**src/rtl/enc_pkg.sv**
```systemverilog
// Shared constants and state type for the 8-to-3 encoder front end.
package enc_pkg;

   localparam int ENC_N = 8;
   localparam int ENC_W = 3;

   typedef enum logic [0:0] {
      EMPTY = 1'b0,
      FULL  = 1'b1
   } state_e;

endpackage

```
**src/rtl/onehot_req_latch_if.sv**
```systemverilog
// Request/grant bundle between the request sources, the latch and the encoder side.
interface onehot_req_latch_if #(
   parameter int N = 8
);
   logic [N-1:0] req_in;
   logic         ready;
   logic         valid;
   logic [N-1:0] onehot_out;
   logic [N-1:0] pending;
   logic         drop;
   logic [7:0]   drop_cnt;

   modport master (
      output req_in, ready,
      input  valid, onehot_out, pending, drop, drop_cnt
   );

   modport slave (
      input  req_in, ready,
      output valid, onehot_out, pending, drop, drop_cnt
   );
endinterface

```
**src/rtl/onehot_req_latch_rr_arb8.sv**
```systemverilog
// Combinational round-robin picker: first candidate after ptr, wrapping 7 -> 0.
module rr_arb8
   import enc_pkg::*;
(
   input  logic [ENC_N-1:0] cand,
   input  logic [ENC_W-1:0] ptr,
   output logic [ENC_N-1:0] grant_onehot,
   output logic [ENC_W-1:0] grant_idx,
   output logic             any
);

   logic [ENC_W-1:0] idx_s;

   // Scan ptr+1 .. ptr+8; the 3-bit add wraps naturally.
   always_comb begin
      grant_onehot = {ENC_N{1'b0}};
      grant_idx    = {ENC_W{1'b0}};
      any          = 1'b0;
      idx_s        = {ENC_W{1'b0}};
      for (int k = 1; k <= ENC_N; k++) begin
         idx_s = ptr + ENC_W'(k);
         if (!any && cand[idx_s]) begin
            any                 = 1'b1;
            grant_idx           = idx_s;
            grant_onehot[idx_s] = 1'b1;
         end else begin
            any = any;
         end
      end
   end

endmodule

```
**src/rtl/onehot_req_latch.sv**
```systemverilog
// Rising-edge request capture with pending hold, presented one grant at a time
// as a one-hot vector with valid/ready in front of the 8-to-3 encoder.
module onehot_req_latch
   import enc_pkg::*;
#(
   parameter int N           = ENC_N,
   parameter int SYNC_STAGES = 2
) (
   input logic               clk,
   input logic               rst_n,
   onehot_req_latch_if.slave bus
);

   logic [SYNC_STAGES-1:0][N-1:0] sync_q, sync_d;
   logic [N-1:0]                  prev_q, prev_d;
   logic [N-1:0]                  pending_q, pending_d;
   logic [N-1:0]                  onehot_q, onehot_d;
   logic [ENC_W-1:0]              out_idx_q, out_idx_d;
   logic [ENC_W-1:0]              ptr_q, ptr_d;
   state_e                        state_q, state_d;
   logic                          drop_q, drop_d;
   logic [7:0]                    drop_cnt_q, drop_cnt_d;

   logic [N-1:0]     edge_s, acc_vec_s, drop_vec_s, cand_s, grant_s;
   logic [ENC_W-1:0] grant_idx_s, arb_ptr_s;
   logic             accept_s, load_s, any_s;

   rr_arb8 u_arb (
      .cand         (cand_s),
      .ptr          (arb_ptr_s),
      .grant_onehot (grant_s),
      .grant_idx    (grant_idx_s),
      .any          (any_s)
   );

   // Edge capture, pending update, drop detection and arbiter inputs.
   always_comb begin
      sync_d     = {sync_q[SYNC_STAGES-2:0], bus.req_in};
      prev_d     = sync_q[SYNC_STAGES-1];
      edge_s     = sync_q[SYNC_STAGES-1] & ~prev_q;
      accept_s   = (state_q == FULL) && bus.ready;
      acc_vec_s  = accept_s ? onehot_q : {N{1'b0}};
      // Set wins over the acceptance clear, so an edge on the accepted bit is not a drop.
      drop_vec_s = edge_s & pending_q & ~acc_vec_s;
      pending_d  = (pending_q & ~acc_vec_s) | edge_s;
      load_s     = (state_q == EMPTY) || accept_s;
      cand_s     = load_s ? (pending_q & ~onehot_q) : {N{1'b0}};
      arb_ptr_s  = accept_s ? out_idx_q : ptr_q;
      ptr_d      = arb_ptr_s;
      drop_d     = |drop_vec_s;
      if (drop_d && (drop_cnt_q != 8'd255)) begin
         drop_cnt_d = drop_cnt_q + 8'd1;
      end else begin
         drop_cnt_d = drop_cnt_q;
      end
   end

   // Next-state logic of the output register.
   always_comb begin
      state_d = state_q;
      case (state_q)
         EMPTY:   state_d = any_s ? FULL : EMPTY;
         FULL:    state_d = (accept_s && !any_s) ? EMPTY : FULL;
         default: state_d = EMPTY;
      endcase
   end

   // Output register contents: reload on empty or acceptance, otherwise hold.
   always_comb begin
      onehot_d  = onehot_q;
      out_idx_d = out_idx_q;
      if (load_s) begin
         onehot_d  = grant_s;
         out_idx_d = grant_idx_s;
      end else begin
         onehot_d  = onehot_q;
         out_idx_d = out_idx_q;
      end
   end

   // State register.
   always_ff @(posedge clk) begin
      if (!rst_n) begin
         state_q <= EMPTY;
      end else begin
         state_q <= state_d;
      end
   end

   // Datapath registers; ptr resets to the top index so line 0 wins first.
   always_ff @(posedge clk) begin
      if (!rst_n) begin
         sync_q     <= {(SYNC_STAGES*N){1'b0}};
         prev_q     <= {N{1'b0}};
         pending_q  <= {N{1'b0}};
         onehot_q   <= {N{1'b0}};
         out_idx_q  <= {ENC_W{1'b0}};
         ptr_q      <= ENC_W'(N - 1);
         drop_q     <= 1'b0;
         drop_cnt_q <= 8'd0;
      end else begin
         sync_q     <= sync_d;
         prev_q     <= prev_d;
         pending_q  <= pending_d;
         onehot_q   <= onehot_d;
         out_idx_q  <= out_idx_d;
         ptr_q      <= ptr_d;
         drop_q     <= drop_d;
         drop_cnt_q <= drop_cnt_d;
      end
   end

   assign bus.valid      = (state_q == FULL);
   assign bus.onehot_out = onehot_q;
   assign bus.pending    = pending_q;
   assign bus.drop       = drop_q;
   assign bus.drop_cnt   = drop_cnt_q;

endmodule

```
**src/flat_wrapper.sv**
```systemverilog
// flat-port wrapper written by rule: the top's interface ports become plain ports
module onehot_req_latch_flat import enc_pkg::*;
#(
   parameter int N           = ENC_N,
   parameter int SYNC_STAGES = 2
)
  (clk, rst_n, bus_req_in, bus_ready, bus_valid, bus_onehot_out, bus_pending, bus_drop, bus_drop_cnt);
  onehot_req_latch_if #(.N(N)) bus_i ();
  input logic clk;
  input logic rst_n;
  input wire logic [$bits(bus_i.req_in)-1:0] bus_req_in;
  input wire logic [$bits(bus_i.ready)-1:0] bus_ready;
  output wire logic [$bits(bus_i.valid)-1:0] bus_valid;
  output wire logic [$bits(bus_i.onehot_out)-1:0] bus_onehot_out;
  output wire logic [$bits(bus_i.pending)-1:0] bus_pending;
  output wire logic [$bits(bus_i.drop)-1:0] bus_drop;
  output wire logic [$bits(bus_i.drop_cnt)-1:0] bus_drop_cnt;
  assign bus_i.req_in = bus_req_in;
  assign bus_i.ready = bus_ready;
  assign bus_valid = bus_i.valid;
  assign bus_onehot_out = bus_i.onehot_out;
  assign bus_pending = bus_i.pending;
  assign bus_drop = bus_i.drop;
  assign bus_drop_cnt = bus_i.drop_cnt;
  onehot_req_latch #(.N(N), .SYNC_STAGES(SYNC_STAGES)) u_core (.clk(clk), .rst_n(rst_n), .bus(bus_i));
endmodule
```
**config.mk**
```make
export PLATFORM = sky130hd
export DESIGN_NAME = onehot_req_latch_flat
export DESIGN_NICKNAME = d
export VERILOG_FILES = /design/src/rtl/enc_pkg.sv /design/src/rtl/onehot_req_latch_if.sv /design/src/rtl/onehot_req_latch_rr_arb8.sv /design/src/rtl/onehot_req_latch.sv /design/src/flat_wrapper.sv
export SDC_FILE = /design/constraint.sdc
export NUM_CORES = 1
export LEC_CHECK = 0
export ABC_CLOCK_PERIOD_IN_PS = 3900
export CORE_UTILIZATION = 35
export CTS_BUF_LIST = sky130_fd_sc_hd__clkbuf_4 sky130_fd_sc_hd__clkbuf_8 sky130_fd_sc_hd__clkbuf_16
export DETAILED_ROUTE_END_ITERATION = 8
export PLACE_DENSITY_LB_ADDON = 0.08
export SETUP_SLACK_MARGIN = 0.2
export SYNTH_ARGS = -nofsm -noshare
export SYNTH_HDL_FRONTEND = slang
export SYNTH_SLANG_ARGS = --single-unit
```
**constraint.sdc**
```tcl
create_clock -name clk -period 3.9 [get_ports clk]
set_input_delay 0.39 -clock clk [delete_from_list [all_inputs] [get_ports clk]]
set_output_delay 0.39 -clock clk [all_outputs]
set_load 0.03 [all_outputs]
```
==> results by group, run 1 <==
Timing
  • Final min period: 3570 ps
  • Setup-failing EPs final: 0
  • Fmax: 280 MHz
  • Crit share post-route: 91.4%
  • Worst slew pin tran: 729 ps
  • Final setup TNS: 0 ps
  • Setup Skew: around 5.5 ps
  • Worst relative slew slack: 51.3%
  • Final hold slack: 443 ps
  • Final Hold Viols: 0
  • RSZ-0062 raised after global routing: true
  • Final-report max-slew violation count: 0

Final layout
  • Final Core Density: 44.9%
  • ANT cells: 0
  • Fillcell total: 1008
  • Area occupied by multi-input gates: between 0.002 and 0.0025 mm^2
  • Storage element area: 0.00112 mm^2
  • Fraction of layout cells with a size suffix above 1: 16.7%
  • Area delta synth->final: 22.4%
  • Final nets: 523
  • Design area: 0.00445 mm^2

CTS
  • CTS tree: built
  • CTS sink count: 56
  • Clk Latency, worst-skew pair: 310 ps
  • H-Tree Depth: 2
  • Longest Clk Path Bufs: 2
  • Post-CTS Setup Bufs: 0
  • Clk slew on worst S/H paths: ~110 ps
  • Root buf cell: clkbuf_8
  • TritonCTS Buffers: 5
  • Hold Buf Count CTS: 0

Worst setup path
  • R2r endpoint: u_core.bus.onehot_out[5]$_SDFFE_PN0P_
  • R2R depth: 12
  • Req. time, crit path: roughly 4000 ps
  • R2r setup slk: 570 ps
  • Slowest-stage cell, CP: clkdlybuf4s50_1
  • Critical path class: primary input to register
  • Worst Setup Start Kind: primary input
  • CP cell instances: clkdlybuf4s50_1, and3_1, or2_1, ha_1, buf_4, nor2_1, a22oi_1, a211o_1, and4_2, and3_1, a32oi_1, o311ai_0, o221a_2
  • Worst Path Arrival: 3780 ps
  • Cell mode on critical path: and3_1
  • Crit path to: u_core.bus.onehot_out[5]$_SDFFE_PN0P_
  • CP peak stage delay: 510 ps
  • Maximum fanout along the worst path: 6
  • Setup crit end kind: register
  • Crit path from: bus_ready
  • FF-to-FF Start: u_core.bus.valid$_SDFF_PN0_

Place
  • DP Wirelength: 9.12 mm
  • DP Area: 0.00431 mm^2
  • Routability Congestion: 0.914
  • PortBufs: 36

Global route
  • Vias in the first global route: 3466
  • Met3 Usage GRT: 3.51%
  • Global routing's busiest layer: met2
  • Largest net degree at the start of global routing: 42
  • Total gr overflow: 0
  • First-pass GRT wire length: 19.3 mm
  • Overall global routing resource usage: between 20% and 30%
  • Initial antenna violation count: 0
  • Grt met1 use: between 30% and 40%
  • Met2 Use GR: about a third

Floorplan
  • Chip width: 104 um
  • Overall die height: 104 um
  • IO Pins: 37
  • Num rows: 36
  • Core area: 0.00991 mm^2
  • Starting Density: 36.7%
  • DIE AREA: 0.0108 mm^2

Pwr
  • Leakage: 1.64 nW
  • Total power draw: 3.17 mW
  • Peak supply drop: 0.314 mV
  • PD cells: between 700 and 800 mW/mm^2

Outcome
  • Outcome: complete, no violations

Logic synthesis
  • Syn Area/Cell: 8.02 um^2
  • Seq cells post-synth: 56
  • Syn Nets: 467
  • EDFF count, synth: 0
  • Synth cell types: 77
  • Top FF cell, synth: dfxtp_1
  • Register area share after synthesis: 30.8%
  • Asr flop ratio synth: 0%
  • Synth Warn #: 0
  • Post-Synthesis Cell Area: 0.00363 mm^2
  • Mapped Cells: 453

Route
  • DRC: 0
  • Total number of vias: 3822
  • 1st-iter DRT viols: 262
  • Avg WL per Cell: 18.9 um
  • Antenna viol nets, final: 0
  • First-pass iteration count of the detailed router: 7
  • Mean number of vias per cell: 5.94
  • Drt total wl: 12.2 mm

Job
  • # Max-Cap Violations: 0

Worst hold path
  • Tightest Hold Check Type: register to register
[kinds of logic (layout without fill, tap and decap cells)]
group,after synthesis,in the layout,share of synthesized area (%)
xor+xnor,9,9,2.17
compound gates,134,134,26.4
flops,56,56,30.8
simple gates,209,209,32.2
mux,5,5,1.41
buf+inv,37,94,5.96
fa+ha+maj,3,3,1.03
[synth_stat cells (5+ instances only)]
library cell | count | area share, %
a211oi_1 | 7 | 1.4
and4_1 | 6 | 1.4
nand4_1 | 11 | 1.9
buf_2 | 6 | 0.83
nand2_1 | 35 | 3.6
o21ai_0 | 19 | 2.6
inv_1 | 5 | 0.52
clkbuf_1 | 15 | 1.5
o22ai_1 | 6 | 1.0
nor2b_1 | 16 | 2.8
nor2_1 | 37 | 3.8
nand3_1 | 35 | 4.8
buf_6 | 5 | 1.5
xnor2_1 | 5 | 1.2
a31oi_1 | 9 | 1.5
a21oi_1 | 31 | 4.3
dfxtp_1 | 56 | 31
o211ai_1 | 9 | 1.9
and3_1 | 10 | 1.7
and2_1 | 31 | 5.3
[critical path, delay by kind of cell]
kind            cells  cell delay [ps]
simple gates        5             1180
buf+inv             2              690
fa+ha+maj           1              330
compound gates      5             1190
[per-stage QoR]
stage                     setup WS (ps)  cells
after detailed placement          -98.5    635
after global placement            -64.4    635
after floorplan                     177    453
after CTS                           215    643
final                               333    643
after global routing                172    643
[layout make-up]
class	count	area share (%)
multi-input cells	360	52.7
flip-flops and latches	56	25.2
clock buffers	5	1.55
repair buffers	80	15.5
well taps	133	3.74
clock inverters	3	0.619
inverters	6	0.619
[worst min-delay path by stage]
stage                                 startpoint  slack [ps]                     endpoint  depth (start not counted)
floorplan            u_core.sync_d[8]$_SDFF_PN0_         410  u_core.prev_d[0]$_SDFF_PN0_                          1
global placement    u_core.sync_d[11]$_SDFF_PN0_         410  u_core.prev_d[3]$_SDFF_PN0_                          1
detailed placement  u_core.sync_d[10]$_SDFF_PN0_         420  u_core.prev_d[2]$_SDFF_PN0_                          1
CTS                 u_core.sync_d[10]$_SDFF_PN0_         450  u_core.prev_d[2]$_SDFF_PN0_                          1
global route        u_core.sync_d[13]$_SDFF_PN0_         470  u_core.prev_d[5]$_SDFF_PN0_                          1
finish              u_core.sync_d[10]$_SDFF_PN0_         440  u_core.prev_d[2]$_SDFF_PN0_                          1
[where the power goes]
group	switching, mW	internal, mW	total, mW
Sequential	0.0860	0.645	0.731
Combinational	1.29	0.815	2.11
Clock	0.206	0.132	0.338
Total	1.58	1.59	3.17
[cell usage in the layout (no fill, tap or decap), types with 11 or more instances in the layout]
master	instances
nand2_1	35
dfxtp_1	55
clkdlybuf4s50_1	36
nand3_1	35
buf_4	44
and2_1	31
o21ai_0	19
nand4_1	11
nor2b_1	16
a21oi_1	31
nor2_1	34
[flip-flops by register name, summed over array words and instances (netlist names)]
signal                 count
u_core.bus.onehot_out      8
u_core.ptr_q               3
u_core.bus.valid           1
u_core.prev_d              8
u_core.prev_q              8
u_core.bus.drop_cnt        8
u_core.bus.pending         8
u_core.sync_d              8
u_core.bus.drop            1
u_core.out_idx_q           3
[layer usage]
layer  part of all wire [%]  vias up
met5                      0        -
met1                     47     1836
met2                     45      163
met3                    6.8       22
li1                       -     1801
met4                    1.8        0
[timing repair]
| item | CTS | global route |
|---|---|---|
| gates resized for setup | 0 | 11 |
| endpoints found under the hold margin | 0 | 0 |
| endpoints found under the setup margin | 0 | 11 |
Power figures use the tool's default switching activity.
==> inputs of run 2 (changes only) <==
--- a/config.mk
+++ b/config.mk
@@ -6,6 +6,7 @@
 export NUM_CORES = 1
 export LEC_CHECK = 0
 export ABC_CLOCK_PERIOD_IN_PS = 3900
+export CORE_ASPECT_RATIO = 0.6
 export CORE_UTILIZATION = 35
 export CTS_BUF_LIST = sky130_fd_sc_hd__clkbuf_4 sky130_fd_sc_hd__clkbuf_8 sky130_fd_sc_hd__clkbuf_16
 export DETAILED_ROUTE_END_ITERATION = 8
==> run 2 against run 1 <==
Against the previous run: clock skew rose by 5.9 ps; flip-flop and latch count stayed put; register-to-register slack barely moved; wire length rose by 4.0%; first-iteration DRC count rose by 59%; highest routed layer unchanged.
==> results by group, run 2 (synthesis gave the netlist of run 1 again) <==
CTS
  • Clk slew on worst S/H paths: 80 ps (-30 ps)
  • CTS sink count: 56 (unchanged)
  • Post-CTS Setup Bufs: 0 (unchanged)
  • CTS tree: built
  • Clk Latency, worst-skew pair: 300 ps (about the same)
  • TritonCTS Buffers: 5 (unchanged)
  • H-Tree Depth: 2 (unchanged)
  • Hold Buf Count CTS: 0 (unchanged)
  • Longest Clk Path Bufs: 2 (unchanged)
  • Root buf cell: clkbuf_16

Global route
  • Initial antenna violation count: 0 (unchanged)
  • Largest net degree at the start of global routing: 41 (-2.4%)
  • Overall global routing resource usage: 24.6% (+2.1 points)
  • First-pass GRT wire length: 20.2 mm (+5.1%)
  • Vias in the first global route: 3625 (+4.6%)
  • Total gr overflow: 0 (unchanged)

Pwr
  • Peak supply drop: 0.291 mV (-7.3%)
  • PD cells: 748 mW/mm^2 (+4.9%)
  • Net Switching: 1.63 mW (+3.1%)
  • Clock network fraction of design power: 13.7% (+3.0 points)
  • Internal power: 1.79 mW (+12%)
  • Combinational power share: 64.8% (-1.5 points)
  • Sequential share of power: 21.5% (-1.5 points)
  • Leakage: 1.72 nW (+4.9%)
  • Total power draw: 3.42 mW (+7.6%)
  • Sw frac: 47.8% (-2.1 points)

Timing
  • Setup-failing EPs final: 0 (unchanged)
  • Final-report max-slew violation count: 0 (unchanged)
  • Final hold slack: 434 ps (-8.90 ps)
  • Final WS setup: 570 ps (+236 ps)
  • Worst slew pin tran: 710 ps (-19.1 ps)
  • Fmax: 300 MHz (+7.1%)
  • RSZ-0062 raised after global routing: false
  • Final Hold Viols: 0 (unchanged)
  • Final setup TNS: 0 ps (unchanged)
  • Worst relative slew slack: 52.6% (+1.3 points)
  • Setup Skew: 11.4 ps (+5.86 ps)
  • Crit share post-route: 85.4% (-6.1 points)
  • Final min period: 3330 ps (-236 ps)

Final layout
  • Commonest non-fill, non-tap cell in the layout: dfxtp_1
  • ANT cells: 0 (unchanged)
  • Final Core Density: 45.7% (+0.84 points)
  • Final nets: 530 (+1.3%)
  • Fillcell total: 1006 (-0.20%)
  • Commonest non-fill, non-tap cells in the layout: dfxtp_1, buf_4, nor2_1, nand2_1, clkdlybuf4s50_1
  • Area delta synth->final: 25.6%
  • Final Instance Count excl. Fillers: 652 (+1.4%)
  • Design area: 0.00457 mm^2 (+2.6%)
  • Storage element area: 0.00112 mm^2 (unchanged)
  • Fraction of layout cells with a size suffix above 1: 17.4% (+0.74 points)
  • Area occupied by multi-input gates: 0.00233 mm^2 (-0.80%)

Place
  • DP Wirelength: 9.71 mm (+6.5%)
  • PortBufs: 36 (unchanged)
  • Routability Congestion: 0.956 (+4.6%)
  • Dpl cells: 644 (+1.4%)
  • DP Area: 0.00439 mm^2 (+1.9%)
  • Worst Setup Slack post-DPL: 57.2 ps (+156 ps)

Floorplan
  • Chip width: 134 um (+29%)
  • Num rows: 28 (-22%)
  • Overall die height: 80.9 um (-22%)
  • DIE AREA: 0.0108 mm^2 (+0.13%)
  • IO Pins: 37 (unchanged)
  • Starting Density: 36.4% (-0.28 points)
  • Core area: 0.00998 mm^2 (+0.76%)

Route
  • Total number of vias: 3906 (+2.2%)
  • Mean number of vias per cell: 5.99 (+0.79%)
  • First-pass iteration count of the detailed router: 6 (-1)
  • Avg WL per Cell: 19.4 um (+2.6%)
  • Antenna viol nets, final: 0 (unchanged)
  • DRC: 0 (unchanged)
  • Drt total wl: 12.6 mm (+4.0%)
  • 1st-iter DRT viols: 417 (+59%)

Worst setup path
  • Worst Setup Start Kind: register
  • Worst Path Arrival: 3540 ps (-240 ps)
  • Critical path class: register to register
  • Setup crit end kind: register
  • Maximum fanout along the worst path: 9 (+3)
  • Req. time, crit path: 4110 ps (about the same)

Job
  • # Max-Cap Violations: 0 (unchanged)

Outcome
  • Outcome: complete, no violations

Worst hold path
  • Tightest Hold Check Type: register to register
-- run 2: changes by cell type in the layout (fill, tap and decap cells not counted), moves of 2 or more --
cell	previous run	this run
clkbuf_8	5	0
buf_4	44	49
clkbuf_16	0	5
inv_6	0	2
buf_12	0	2
-- run 2: worst max-delay path, stage by stage, from the launching register on --
cell and delay, ps:
dfxtp_2 390, and3_1 210, or2_1 260, ha_1 320, buf_4 180, and3_1 160, o311ai_1 410, and4_1 340
buf_4 190, nand4_1 160, o211ai_1 230, a21oi_1 90, o32ai_1 280
-- run 2: power by group through the flow --
stage / Clock (mW) / Sequential (mW) / Combinational, mW
floorplan: 0 / 0.788 / 1.25
global placement: 0 / 0.746 / 2.12
detailed placement: 0 / 0.745 / 2.12
CTS: 0.482 / 0.733 / 2.14
global route: 0.505 / 0.744 / 2.36
finish: 0.469 / 0.735 / 2.21
-- run 2: path summary, 6_finish.rpt --
kind         cells past startpoint                          from  slack (ps)                          endpoint
max reg2reg                     12   u_core.bus.valid$_SDFF_PN0_         570  u_core.out_idx_q[1]$_SDFFE_PN0P_
min                              1  u_core.sync_d[14]$_SDFF_PN0_         430       u_core.prev_d[6]$_SDFF_PN0_
min reg2reg                      1  u_core.sync_d[14]$_SDFF_PN0_         430       u_core.prev_d[6]$_SDFF_PN0_
max                             12   u_core.bus.valid$_SDFF_PN0_         570  u_core.out_idx_q[1]$_SDFFE_PN0P_
-- run 2: layout make-up --
class,count,share of cell area [%]
Clock buffer,5,2.74
Tap cell,135,3.70
Sequential cell,56,24.6
Multi-Input combinational cell,360,50.9
Timing Repair Buffer,87,16.9
Clock inverter,3,0.548
Inverter,6,0.603
-- run 2: per-layer routing --
metal  vias to the layer above  global-route usage (%)  wire length (um)
met5                         -                       0                 0
met4                         0                    6.02               179
met3                        24                    5.31              1330
met2                       235                    34.0              4720
met1                      1830                    37.5              6420
li1                       1817                       -                 -
-- run 2: timing repair --
| item | 4_1_cts | 5_1_grt |
|---|---|---|
| resized for setup | 0 | 9 |
| hold endpoints to repair | 0 | 0 |
| endpoints found under the setup margin | 0 | 12 |
==> inputs of run 3 (changes only) <==
==> constraint.sdc (replaced) <==
create_clock -name clk -period 3.9 [get_ports clk]
set_input_delay 0.39 -clock clk [delete_from_list [all_inputs] [get_ports clk]]
set_output_delay 0.39 -clock clk [all_outputs]
set_load 0.1 [all_outputs]
==> run 3 against run 2 <==
Against the previous run: fmax fell by 8.3%; global-route usage fell by 0.090 points; register-to-register slack worse by 140 ps; clock-buffer cell count is the same; worst hold slack improved by 1.8 ps; sequential share of layout area up 0.28 points; sequential power grew 1%; flip-flop and latch count stayed put; final cell count decreased by 0.46%.
==> results by group, run 3 (synthesis gave the netlist of run 1 again) <==
Worst setup path
  • Maximum fanout along the worst path: 6 (-3)
  • R2r setup slk: 430 ps (-140 ps)
  • Worst Path Arrival: 3830 ps (+290 ps)
  • FF-to-FF Start: u_core.bus.valid$_SDFF_PN0_
  • Setup crit end kind: register
  • R2r endpoint: u_core.out_idx_q[1]$_SDFFE_PN0P_
  • Critical path class: primary input to register
  • Worst Setup Start Kind: primary input
  • R2R depth: 12 (unchanged)
  • Req. time, crit path: 4100 ps (about the same)

Route
  • Drt total wl: 12.8 mm (+1.3%)
  • First-pass iteration count of the detailed router: 5 (-1)
  • Total number of vias: 3885 (-0.54%)
  • 1st-iter DRT viols: 577 (+38%)
  • DRC: 0 (unchanged)
  • Antenna viol nets, final: 0 (unchanged)
  • Mean number of vias per cell: 5.99 (about the same)
  • Avg WL per Cell: 19.7 um (+1.7%)

CTS
  • CTS resizes: 0 (unchanged)
  • Root buf cell: clkbuf_16
  • Longest Clk Path Bufs: 2 (unchanged)
  • CTS sink count: 56 (unchanged)
  • TritonCTS Buffers: 5 (unchanged)
  • Clk slew on worst S/H paths: 80 ps (about the same)
  • H-Tree Depth: 2 (unchanged)
  • Hold Buf Count CTS: 0 (unchanged)
  • Clk Latency, worst-skew pair: 300 ps (about the same)
  • Post-CTS Setup Bufs: 0 (unchanged)
  • CTS tree: built

Floorplan
  • Core area: 0.00998 mm^2 (unchanged)
  • Chip width: 134 um (unchanged)
  • Overall die height: 80.9 um (unchanged)
  • DIE AREA: 0.0108 mm^2 (unchanged)
  • Num rows: 28 (unchanged)
  • Starting Density: 36.4% (unchanged)
  • IO Pins: 37 (unchanged)

Final layout
  • Commonest non-fill, non-tap cells in the layout: dfxtp_1, buf_4, nor2_1, clkdlybuf4s50_1
  • Storage element area: 0.00112 mm^2 (+0.22%)
  • Area occupied by multi-input gates: 0.00232 mm^2 (-0.11%)
  • Area delta synth->final: 24.5%
  • Fillcell total: 1010 (+0.40%)
  • Fraction of layout cells with a size suffix above 1: 16.3% (-1.1 points)
  • ANT cells: 0 (unchanged)
  • Final nets: 527 (-0.57%)
  • Commonest non-fill, non-tap cell in the layout: dfxtp_1
  • Final Core Density: 45.3% (-0.41 points)

Timing
  • Final Hold Viols: 0 (unchanged)
  • Crit share post-route: 93.1% (+7.8 points)
  • Final min period: 3630 ps (+302 ps)
  • Worst relative slew slack: 34.2% (-18 points)
  • Setup-failing EPs final: 0 (unchanged)
  • Final-report max-slew violation count: 0 (unchanged)
  • RSZ-0062 raised after global routing: false
  • Fmax: 275 MHz (-8.3%)
  • Worst slew pin tran: 984 ps (+275 ps)
  • Final setup TNS: 0 ps (unchanged)
  • Setup Skew: 5.23 ps (-6.17 ps)

Pwr
  • Sw frac: 51.5% (+3.7 points)
  • Internal power: 1.77 mW (-0.95%)
  • Net Switching: 1.88 mW (+15%)
  • Peak supply drop: 0.624 mV (+110%)
  • Clock network fraction of design power: 13.3% (-0.4 points)
  • Leakage: 1.69 nW (-2.1%)
  • Total power draw: 3.64 mW (+6.6%)
  • PD cells: 805 mW/mm^2 (+7.6%)
  • Sequential share of power: 20.4% (-1.1 points)
  • Combinational power share: 66.3% (+1.5 points)

Worst hold path
  • Startpoint of the worst hold path: u_core.sync_d[14]$_SDFF_PN0_
  • Hold Path Sink: u_core.prev_d[6]$_SDFF_PN0_
  • Hold-critical path depth: 1 (unchanged)
  • Tightest Hold Check Type: register to register

Global route
  • Vias in the first global route: 3491 (-3.7%)
  • Total gr overflow: 0 (unchanged)
  • Initial antenna violation count: 0 (unchanged)
  • Largest net degree at the start of global routing: 41 (unchanged)
  • First-pass GRT wire length: 19.9 mm (-1.5%)
  • Overall global routing resource usage: 24.5% (-0.090 points)

Job
  • # Max-Cap Violations: 0 (unchanged)

Place
  • PortBufs: 36 (unchanged)
  • Routability Congestion: 0.935 (-2.2%)
  • DP Wirelength: 9.67 mm (-0.46%)

Outcome
  • Outcome: complete, no violations
run 3: metrics by stage:
step                hold WS, ps  cells  setup WS, ps  area [um^2]
CTS                         439    649           305         4510
detailed placement          419    641          17.4         4350
global route                451    649           211         4520
global placement            415    641          43.2         4350
floorplan                   412    453           213         3660
finish                      436    649           267         4520
run 3: layer usage:
metal	track usage (%)	wire (um)	vias to the layer above	part of all wire, %
li1	-	-	1806	-
met1	37.3	6400	1831	50
met2	33.0	4780	232	37
met3	7.24	1520	16	12
met4	4.89	113	0	0.88
met5	0	0	-	0
run 3: area by class of cell:
cell class	count	area share, %
multi-input cells	360	51.4
well taps	135	3.73
flip-flops and latches	56	24.9
clock inverters	3	0.747
clock buffers	5	2.77
repair buffers	84	15.9
inverters	6	0.608
run 3: how the worst max path moves through the flow:
stage                                      startpoint                               endpoint  slack [ps]  cells after the start
after floorplan           u_core.bus.valid$_SDFF_PN0_  u_core.bus.onehot_out[1]$_SDFFE_PN0P_         210                     19
after global routing                        bus_ready       u_core.out_idx_q[2]$_SDFFE_PN0P_         210                     13
after global placement                      bus_ready  u_core.bus.onehot_out[1]$_SDFFE_PN0P_          40                     12
after CTS                                   bus_ready  u_core.bus.onehot_out[1]$_SDFFE_PN0P_         310                     12
final                                       bus_ready       u_core.out_idx_q[1]$_SDFFE_PN0P_         270                     13
after detailed placement                    bus_ready  u_core.bus.onehot_out[1]$_SDFFE_PN0P_          20                     12
run 3: power groups by stage:
stage               Sequential (mW)  Combinational, mW  Clock [mW]
floorplan                      1.01               1.27           0
global placement              0.755               2.35           0
detailed placement            0.752               2.33           0
CTS                           0.739               2.34       0.502
global route                  0.751               2.55       0.519
finish                        0.742               2.42       0.485
run 3: critical path, stage by stage:
cell and delay, ps:
clkdlybuf4s50_1 460, and3_1 200, or2_1 310, ha_4 240
buf_4 140, and3_1 160, o311ai_1 540, nand4_1 210
buf_4 200, or4_1 460, o211ai_1 130, a21oi_1 90
o32ai_1 300
